`src/rtl/seg_display_scheduler_if.sv`:
```
// rtl/seg_display_scheduler_if.sv - debug sources in, display pins out
interface seg_display_scheduler_if;
    logic [31:0] src0_value;
    logic [31:0] src1_value;
    logic [31:0] src2_value;
    logic [2:0]  src_valid;
    logic [1:0]  mode;
    logic        freeze;
    logic [7:0]  SEG_X;
    logic [7:0]  SEG_Y;
    logic [3:0]  selectX;
    logic [3:0]  selectY;
    logic [1:0]  active_src;
    logic        tick;

    modport master (
        output src0_value, src1_value, src2_value, src_valid, mode, freeze,
        input  SEG_X, SEG_Y, selectX, selectY, active_src, tick
    );

    modport slave (
        input  src0_value, src1_value, src2_value, src_valid, mode, freeze,
        output SEG_X, SEG_Y, selectX, selectY, active_src, tick
    );
endinterface

```
`src/rtl/seg_display_scheduler.sv`:
```
// rtl/seg_display_scheduler.sv - time-shared 2x4-digit 7-segment debug display scanner
module seg_display_scheduler #(
    parameter int SCAN_DIV    = 1024,
    parameter int HOLD_ROUNDS = 256
) (
    input logic                    clock,
    input logic                    reset,
    seg_display_scheduler_if.slave dbg
);
    localparam int PW = (SCAN_DIV > 1) ? $clog2(SCAN_DIV) : 1;
    localparam int HW = $clog2(HOLD_ROUNDS + 1);

    typedef enum logic [2:0] {
        BLANK0, DRV0, BLANK1, DRV1, BLANK2, DRV2, BLANK3, DRV3
    } phase_t;

    phase_t        phase, phase_next;
    logic [PW-1:0] prescaler;
    logic [HW-1:0] hold, hold_next;
    logic [1:0]    active_src, src_next, rot_src, succ1, succ2;
    logic [31:0]   shadow, next_value;
    logic          dash, was_auto;
    logic [7:0]    seg_x, seg_y;
    logic [3:0]    sel, nib_x, nib_y;
    logic          advance, boundary;

    function automatic logic [7:0] hex7(input logic [3:0] n);
        case (n)
            4'h0: hex7 = 8'hFC;  4'h1: hex7 = 8'h60;  4'h2: hex7 = 8'hDA;  4'h3: hex7 = 8'hF2;
            4'h4: hex7 = 8'h66;  4'h5: hex7 = 8'hB6;  4'h6: hex7 = 8'hBE;  4'h7: hex7 = 8'hE0;
            4'h8: hex7 = 8'hFE;  4'h9: hex7 = 8'hF6;  4'hA: hex7 = 8'hEE;  4'hB: hex7 = 8'h3E;
            4'hC: hex7 = 8'h1A;  4'hD: hex7 = 8'h7A;  4'hE: hex7 = 8'h9E;  default: hex7 = 8'h8E;
        endcase
    endfunction

    assign advance = (prescaler == PW'(SCAN_DIV - 1));

    always_ff @(posedge clock) begin
        if (reset) phase <= BLANK0;
        else       phase <= phase_next;
    end

    // Odd phases drive a digit; the 3-bit increment wraps DRV3 back to BLANK0.
    always_comb begin
        phase_next = phase;
        sel        = 4'b1111;
        boundary   = 1'b0;
        if (advance) phase_next = phase_t'(phase + 3'd1);
        if (phase[0]) sel = ~(4'b0001 << phase[2:1]);
        if (advance && phase == DRV3) boundary = 1'b1;
    end

    // Source selection for the upcoming round; fixed mode overrides any hold expiry.
    always_comb begin
        succ1     = (active_src == 2'd2) ? 2'd0 : active_src + 2'd1;
        succ2     = (active_src == 2'd0) ? 2'd2 : active_src - 2'd1;
        rot_src   = active_src;
        src_next  = active_src;
        hold_next = hold;
        if (dbg.src_valid[succ1])      rot_src = succ1;
        else if (dbg.src_valid[succ2]) rot_src = succ2;
        if (dbg.mode != 2'b00) begin
            src_next  = dbg.mode - 2'd1;
            hold_next = '0;
        end else if (!was_auto) begin
            hold_next = '0;
        end else if (hold + HW'(1) == HW'(HOLD_ROUNDS)) begin
            hold_next = '0;
            src_next  = rot_src;
        end else begin
            hold_next = hold + HW'(1);
        end
        case (src_next)
            2'd0:    next_value = dbg.src0_value;
            2'd1:    next_value = dbg.src1_value;
            default: next_value = dbg.src2_value;
        endcase
    end

    always_comb begin
        case (phase[2:1])
            2'd0:    begin nib_x = shadow[31:28]; nib_y = shadow[15:12]; end
            2'd1:    begin nib_x = shadow[27:24]; nib_y = shadow[11:8];  end
            2'd2:    begin nib_x = shadow[23:20]; nib_y = shadow[7:4];   end
            default: begin nib_x = shadow[19:16]; nib_y = shadow[3:0];   end
        endcase
    end

    // Segments reload only while blanked, so a lit digit never sees them change.
    always_ff @(posedge clock) begin
        if (reset) begin
            prescaler  <= '0;
            hold       <= '0;
            active_src <= 2'd0;
            shadow     <= 32'd0;
            dash       <= 1'b0;
            was_auto   <= 1'b1;
            seg_x      <= 8'h00;
            seg_y      <= 8'h00;
        end else begin
            prescaler <= advance ? '0 : prescaler + PW'(1);
            if (boundary) begin
                active_src <= src_next;
                hold       <= hold_next;
                was_auto   <= (dbg.mode == 2'b00);
                if (!dbg.freeze) begin
                    shadow <= next_value;
                    dash   <= !dbg.src_valid[src_next];
                end
            end
            if (!phase[0]) begin
                seg_x <= dash ? 8'h02 : hex7(nib_x);
                seg_y <= dash ? 8'h02 : hex7(nib_y);
            end
        end
    end

    assign dbg.SEG_X      = seg_x;
    assign dbg.SEG_Y      = seg_y;
    assign dbg.selectX    = sel;
    assign dbg.selectY    = sel;
    assign dbg.active_src = active_src;
    assign dbg.tick       = boundary & ~reset;
endmodule

```
`src/flat_wrapper.sv`:
```
// flat-port wrapper written by rule: the top's interface ports become plain ports
module seg_display_scheduler_flat 
#(
    parameter int SCAN_DIV    = 1024,
    parameter int HOLD_ROUNDS = 256
)
  (clock, reset, dbg_src0_value, dbg_src1_value, dbg_src2_value, dbg_src_valid, dbg_mode, dbg_freeze, dbg_SEG_X, dbg_SEG_Y, dbg_selectX, dbg_selectY, dbg_active_src, dbg_tick);
  seg_display_scheduler_if dbg_i ();
  input logic clock;
  input logic reset;
  input wire logic [$bits(dbg_i.src0_value)-1:0] dbg_src0_value;
  input wire logic [$bits(dbg_i.src1_value)-1:0] dbg_src1_value;
  input wire logic [$bits(dbg_i.src2_value)-1:0] dbg_src2_value;
  input wire logic [$bits(dbg_i.src_valid)-1:0] dbg_src_valid;
  input wire logic [$bits(dbg_i.mode)-1:0] dbg_mode;
  input wire logic [$bits(dbg_i.freeze)-1:0] dbg_freeze;
  output wire logic [$bits(dbg_i.SEG_X)-1:0] dbg_SEG_X;
  output wire logic [$bits(dbg_i.SEG_Y)-1:0] dbg_SEG_Y;
  output wire logic [$bits(dbg_i.selectX)-1:0] dbg_selectX;
  output wire logic [$bits(dbg_i.selectY)-1:0] dbg_selectY;
  output wire logic [$bits(dbg_i.active_src)-1:0] dbg_active_src;
  output wire logic [$bits(dbg_i.tick)-1:0] dbg_tick;
  assign dbg_i.src0_value = dbg_src0_value;
  assign dbg_i.src1_value = dbg_src1_value;
  assign dbg_i.src2_value = dbg_src2_value;
  assign dbg_i.src_valid = dbg_src_valid;
  assign dbg_i.mode = dbg_mode;
  assign dbg_i.freeze = dbg_freeze;
  assign dbg_SEG_X = dbg_i.SEG_X;
  assign dbg_SEG_Y = dbg_i.SEG_Y;
  assign dbg_selectX = dbg_i.selectX;
  assign dbg_selectY = dbg_i.selectY;
  assign dbg_active_src = dbg_i.active_src;
  assign dbg_tick = dbg_i.tick;
  seg_display_scheduler #(.SCAN_DIV(SCAN_DIV), .HOLD_ROUNDS(HOLD_ROUNDS)) u_core (.clock(clock), .reset(reset), .dbg(dbg_i));
endmodule
```
`config.mk`:
```
export PLATFORM = sky130hd
export DESIGN_NAME = seg_display_scheduler_flat
export DESIGN_NICKNAME = d
export VERILOG_FILES = /design/src/rtl/seg_display_scheduler_if.sv /design/src/rtl/seg_display_scheduler.sv /design/src/flat_wrapper.sv
export SDC_FILE = /design/constraint.sdc
export NUM_CORES = 1
export LEC_CHECK = 0
export BUFFER_PORTS_ARGS = -buffer_cell sky130_fd_sc_hd__buf_2
export CAP_MARGIN = 40
export CORE_UTILIZATION = 52
export DETAILED_ROUTE_END_ITERATION = 6
export HOLD_SLACK_MARGIN = 0.02
export PLACE_DENSITY_LB_ADDON = 0.1
export SKIP_CTS_REPAIR_TIMING = 1
export SYNTH_ARGS = -nofsm -noshare
export SYNTH_HDL_FRONTEND = slang
export SYNTH_SLANG_ARGS = --single-unit
```
`constraint.sdc`:
```
create_clock -name clock -period 3.6 [get_ports clock]
set_clock_uncertainty 0.05 [all_clocks]
set_input_delay 0.36 -clock clock [delete_from_list [all_inputs] [get_ports clock]]
set_output_delay 0.36 -clock clock [all_outputs]
set_load 0.02 [all_outputs]
```
# Word level (Yosys, flattened, before mapping)
# Memories as Yosys holds them, arrays and structs flattened.
# Index checks and enable logic that the tools add are counted.
dict set report totals {
  ff_bits 74
  romBits 224
  input_bits 104
  out_inout_bits 27
  wordCells 64
  mem_count 2
}
# memory words width rd rd_clocked_by_memory_dff wr line
set memory_table {}
lappend memory_table {{(name not given)} 16 7 1 0 0 seg_display_scheduler.sv:28} ;# case (n)
lappend memory_table {{(name not given)} 16 7 1 0 0 seg_display_scheduler.sv:28}
dict set report classes {
  n_addsub 6
  n_lt_le_gt_ge 3
  eq_ne 7
  shifts 1
  mux 23
  n_bitwise 4
  n_reduce_logical 9
}
# operator count
set ops {}
lappend ops {{$pmux 32 s2} 1}
lappend ops {{$mux 9} 3}
lappend ops {{$pmux 4 s3} 2}
lappend ops {{$mux 8} 2}
lappend ops {{$mux 2} 7}
lappend ops {{$add 10x1->10 const B} 1}
lappend ops {{$eq 10x10->1 const B} 1}
lappend ops {{$add 9x1->9 const B} 1}
lappend ops {{$eq 9x9->1 const B} 1}
lappend ops {{$lt 2x3->1 const B} 3}
lappend ops {{$logic_not 2->1} 4}
lappend ops {{$bmux 1 s2} 3}
lappend ops {{$eq 2x1->1 const B} 2}
lappend ops {{$eq 2x2->1 const B} 2}
lappend ops {{$mux 1} 4}
lappend ops {{$mux 4} 1}
lappend ops {{$not 4->4} 1}
lappend ops {{$shl 1x2->4 const A} 1}
lappend ops {{$sub 2x1->2 const B} 2}
lappend ops {{$add 3x1->3 const B} 1}
lappend ops {{$eq 3x3->1 const B} 1}
lappend ops {{$add 2x1->2 const B} 1}
lappend ops {{$not 1->1} 2}
lappend ops {{$reduce_and 2->1} 1}
lappend ops {{5 further kinds} 5}

# Longest topological paths before layout
dict set report depth {
  word_depth 12
  ltp_mapped 10
  depth_no_buf 9
}

# Worst setup path after synthesis
# Ideal clock, no wire load.
dict set report synth_path {
  kind {flip-flop to flip-flop}
  start {register u_core.hold[0]}
  end {register u_core.shadow[10]}
  setup_time_ns 0.126
  t_arrival_ns 2.589
  required_time_ns 3.424
  slack_ns 0.836
  path_stages_with_launch 10
  path_buffers 1
  period_less_slack_ns 2.764
  path_cell_list {dfxtp_1 ha_1 nand3_1 or3_1 a221o_1 or4_4 a221o_2 clkbuf_2 o21ai_0 a31oi_1}
}
dict set report synth_between {
  elab_chain_cells 7
  elab_cells_between_ends 8
  cone_classes {add/sub: 1; eq/ne: 2; mux: 4; reduce/logical: 1}
}
# item line
set synth_lines {}
lappend synth_lines {{start, declared} seg_display_scheduler.sv:19} ;# logic [HW-1:0] hold, hold_next;
lappend synth_lines {{start signal, assigned} seg_display_scheduler.sv:104} ;# hold <= hold_next;
lappend synth_lines {{$add 9x1->9 *} seg_display_scheduler.sv:67} ;# end else if (hold + HW'(1) == HW'(HOLD_ROUNDS)) begin
lappend synth_lines {{$eq 9x9->1 *} seg_display_scheduler.sv:67}
lappend synth_lines {{$mux 2 *} seg_display_scheduler.sv:67}
lappend synth_lines {{$mux 2 *} seg_display_scheduler.sv:65} ;# end else if (!was_auto) begin
lappend synth_lines {{$mux 2 *} seg_display_scheduler.sv:62} ;# if (dbg.mode != 2'b00) begin
lappend synth_lines {{$eq 2x1->1 / $logic_not 2->1 (equally long branches)} seg_display_scheduler.sv:73} ;# case (src_next)
lappend synth_lines {{$pmux 32 s2 *} seg_display_scheduler.sv:73}
lappend synth_lines {{end signal, assigned} seg_display_scheduler.sv:107} ;# shadow <= next_value;
lappend synth_lines {{end, declared} seg_display_scheduler.sv:21} ;# logic [31:0] shadow, next_value;
# Every way passes the cells marked *; elsewhere a longest branch is shown, timed or not.
# A chain may end at the register's enable or synchronous reset.

# Final worst setup path
dict set report layout_path {
  start {register u_core.hold[0]}
  end {register u_core.shadow[3]}
}
# The elaborated chain is that of the path after synthesis.

==> metrics.csv <==
stage,metric,value,unit
critical_path,crit_required,3830,ps
route,route.vias.total,4586,
route,wl_per_cell,16.3,um
logic_synthesis,syn-cell-area,0.00457,mm2
global_route,grt_pass1_wl,19.7,mm
logic_synthesis,yosysWarnings,0,
final_layout,diodes,0,
job,maxCapViolCount,0,
route,drc,0,
timing,final-max-slew-violation-count,0,
critical_path,r2r_cells,9,
min_path,hold_class,input port to flop,
logic_synthesis,synth_cell_type_count,62,
placed_design,gp_congestion,0.924,
clocking,insertion_delay,350,ps
timing,worst_pin_slew,729,ps
logic_synthesis,synth_edf_count,0,
floorplanning,start_util,0.546,
floorplanning,fp.coreArea,0.00838,mm2
logic_synthesis,syn_inst,549,
final_layout,fillCellCount,767,
floorplanning,io_pins,131,
placed_design,dp_hpwl,8.67,mm
critical_path,end_kind,flop,
final_layout,fin_util,0.646,
final_layout,drive_above_1_share,0.281,
timing,achievable-frequency,0.302,GHz
clocking,cts_htree_levels,3,
clocking,numCtsBuffers,9,
route,drt_iter0_markers,179,
timing,finalSetupViolCount,0,
floorplanning,dieHeight,95.8,um
logic_synthesis,ys_seq_elements,72,
min_path,whs_path_depth,3,
timing,worst_slack,286,ps
timing,fin_crit,3310,ps
final_layout,nets,766,
floorplanning,die_area,0.00917,mm2
placed_design,preCtsSetupSlack,415,ps
timing,finalCritPeriodShare,0.920,
route,wirelength,12.3,mm
logic_synthesis,async_flop_share,0,
critical_path,crit_type,flop to flop,
placed_design,placement.io_buffers,128,
final_layout,multi_input_area,0.00283,mm2
clocking,cts_num_sinks,72,
global_route,antenna_found_initial,0,
critical_path,cp_max_fo,19,
power,power_density,337,mW/mm2
final_layout,regArea,0.00144,mm2
clocking,cts_root_buffer,clkbuf_8,
logic_synthesis,synth_flop_cell,dfxtp_1,
final_layout,layout_common_cells,"128 x buf_2, 72 x dfxtp_1, 54 x o21ai_0",
global_route,grt_max_degree,42,
global_route,grt_use_total,0.275,
route,ant_nets,0,
final_layout,syn_to_final_growth,18.5,%
logic_synthesis,synth_area_per_cell,8.33,um2
timing,rsz0062_at_grt,no,
global_route,first_global_vias,4105,
clocking,clock_path_buffers,2,
critical_path,cp-start-kind,flop,
route,viasPerCell,6.09,
timing,slew-limit-headroom,0.513,
critical_path,crit_arrival,3540,ps
route,dr.pass1.iters,5,
global_route,grt_overflow,0,
final_layout,final_common_cell,buf_2,
clocking,cts_tree,yes,
power,leakage,2.27,nW
floorplanning,chipWidth,95.8,um
outcome,status,"finished, final reports clean",
clocking,clk_pin_slew_worst_paths,90,ps
timing,hold_viol_final,0,
power,ir_worst_vdd,0.203,mV
logic_synthesis,ys_seq_area_frac,0.315,
floorplanning,rows,33,
timing,setup_tns,0,ps
layout make-up:
class / count / area share
Clock inverter: 5 / 0.0236
Clock buffer: 11 / 0.0261
Tap cell: 105 / 0.0242
Inverter: 10 / 0.00693
Sequential cell: 72 / 0.266
Multi-Input combinational cell: 414 / 0.521
Timing Repair Buffer: 136 / 0.132
cell usage after synthesis (all sizes together), types with 2 or more instances:
cell / instances / share of area
dfxtp: 72 / 0.32
o21ai: 54 / 0.059
nand3: 44 / 0.048
nor2: 42 / 0.034
clkbuf: 35 / 0.030
a31oi: 33 / 0.045
o21bai: 33 / 0.054
nand4b: 32 / 0.061
nand2: 29 / 0.024
a21oi: 27 / 0.030
buf: 19 / 0.031
ha: 19 / 0.052
inv: 10 / 0.0082
mux4: 10 / 0.049
nor3: 9 / 0.0098
mux2i: 7 / 0.015
or3: 5 / 0.0071
a22oi: 4 / 0.0066
nor2b: 4 / 0.0055
or2: 4 / 0.0055
xnor2: 4 / 0.0077
xor2: 4 / 0.0077
a32oi: 3 / 0.0057
and3: 3 / 0.0044
nand2b: 3 / 0.0041
o211ai: 3 / 0.0049
or4: 3 / 0.0063
a211oi: 2 / 0.0033
a21o: 2 / 0.0036
a221o: 2 / 0.0047
a221oi: 2 / 0.0038
a311oi: 2 / 0.0038
and4: 2 / 0.0044
mux2: 2 / 0.0049
nand3b: 2 / 0.0033
nand4: 2 / 0.0060
nor4: 2 / 0.0060
power by group:
part	switching [mW]	internal [mW]	total [mW]	leakage, nW
Clock	0.305	0.550	0.855	0.130
Sequential	0.00703	0.806	0.813	0.585
Combinational	0.0831	0.0767	0.160	1.55
Total	0.395	1.43	1.83	2.27
routing by layer:
layer,vias to the layer above,GRT usage,routed length (um)
li1,2226,-,-
met5,-,0,0
met4,0,0.0958,246
met2,161,0.446,5830
met3,23,0.0458,619
met1,2176,0.371,5590
critical path, stage by stage (launching register included):
cell	delay, ps
dfxtp_1	420
ha_1	300
nand3_1	140
or3_1	370
a221o_1	440
o21ai_0	440
a21o_1	560
buf_12	230
nand4b_1	120
a31oi_1	190
state kept, by name, indices dropped and copies added (netlist names):
| name | flops |
|---|---|
| u_core.shadow | 32 |
| u_core.dbg.active_src | 2 |
| u_core.hold | 9 |
| u_core.prescaler | 10 |
| u_core.dbg.SEG_X | 7 |
| u_core.phase | 3 |
| u_core.was_auto | 1 |
| u_core.dash | 1 |
| u_core.dbg.SEG_Y | 7 |
kinds of logic (layout without fill, tap and decap cells):
group	after synthesis	count (layout)	share of synthesized area
adder cells (fa/ha/maj)	19	19	0.0520
XOR/XNOR	8	8	0.0153
AO/OA/AOI/OAI	177	177	0.244
flip-flops	72	72	0.315
multiplexers	19	19	0.0695
buffers and inverters	64	162	0.0684
AND/OR/NAND/NOR	189	189	0.235
other	1	2	0.000820
stage by stage:
| stage | hold slack [ps] | instances | total power [mW] | cell area (um2) |
|---|---|---|---|---|
| 2_1_floorplan | 376 | 550 | 0.913 | 4580 |
| 6_report | 218 | 753 | 1.83 | 5420 |
| 4_1_cts | 218 | 753 | 1.84 | 5420 |
| 5_1_grt | 216 | 753 | 1.89 | 5420 |
| 3_5_place_dp | 405 | 737 | 0.991 | 5150 |
| 3_3_place_gp | 392 | 737 | 0.988 | 5150 |
final timing paths:
kind                                        from  slack, ps                        endpoint
setup / recovery     u_core.hold[0]$_SDFFE_PP0P_        290   u_core.shadow[3]$_SDFFE_PP0P_
hold / removal                dbg_src1_value[11]        220  u_core.shadow[11]$_SDFFE_PP0P_
setup reg to reg     u_core.hold[0]$_SDFFE_PP0P_        290   u_core.shadow[3]$_SDFFE_PP0P_
hold reg to reg   u_core.prescaler[0]$_SDFF_PP0_        420  u_core.prescaler[0]$_SDFF_PP0_
No activity file was read; power rests on OpenSTA's default activity.
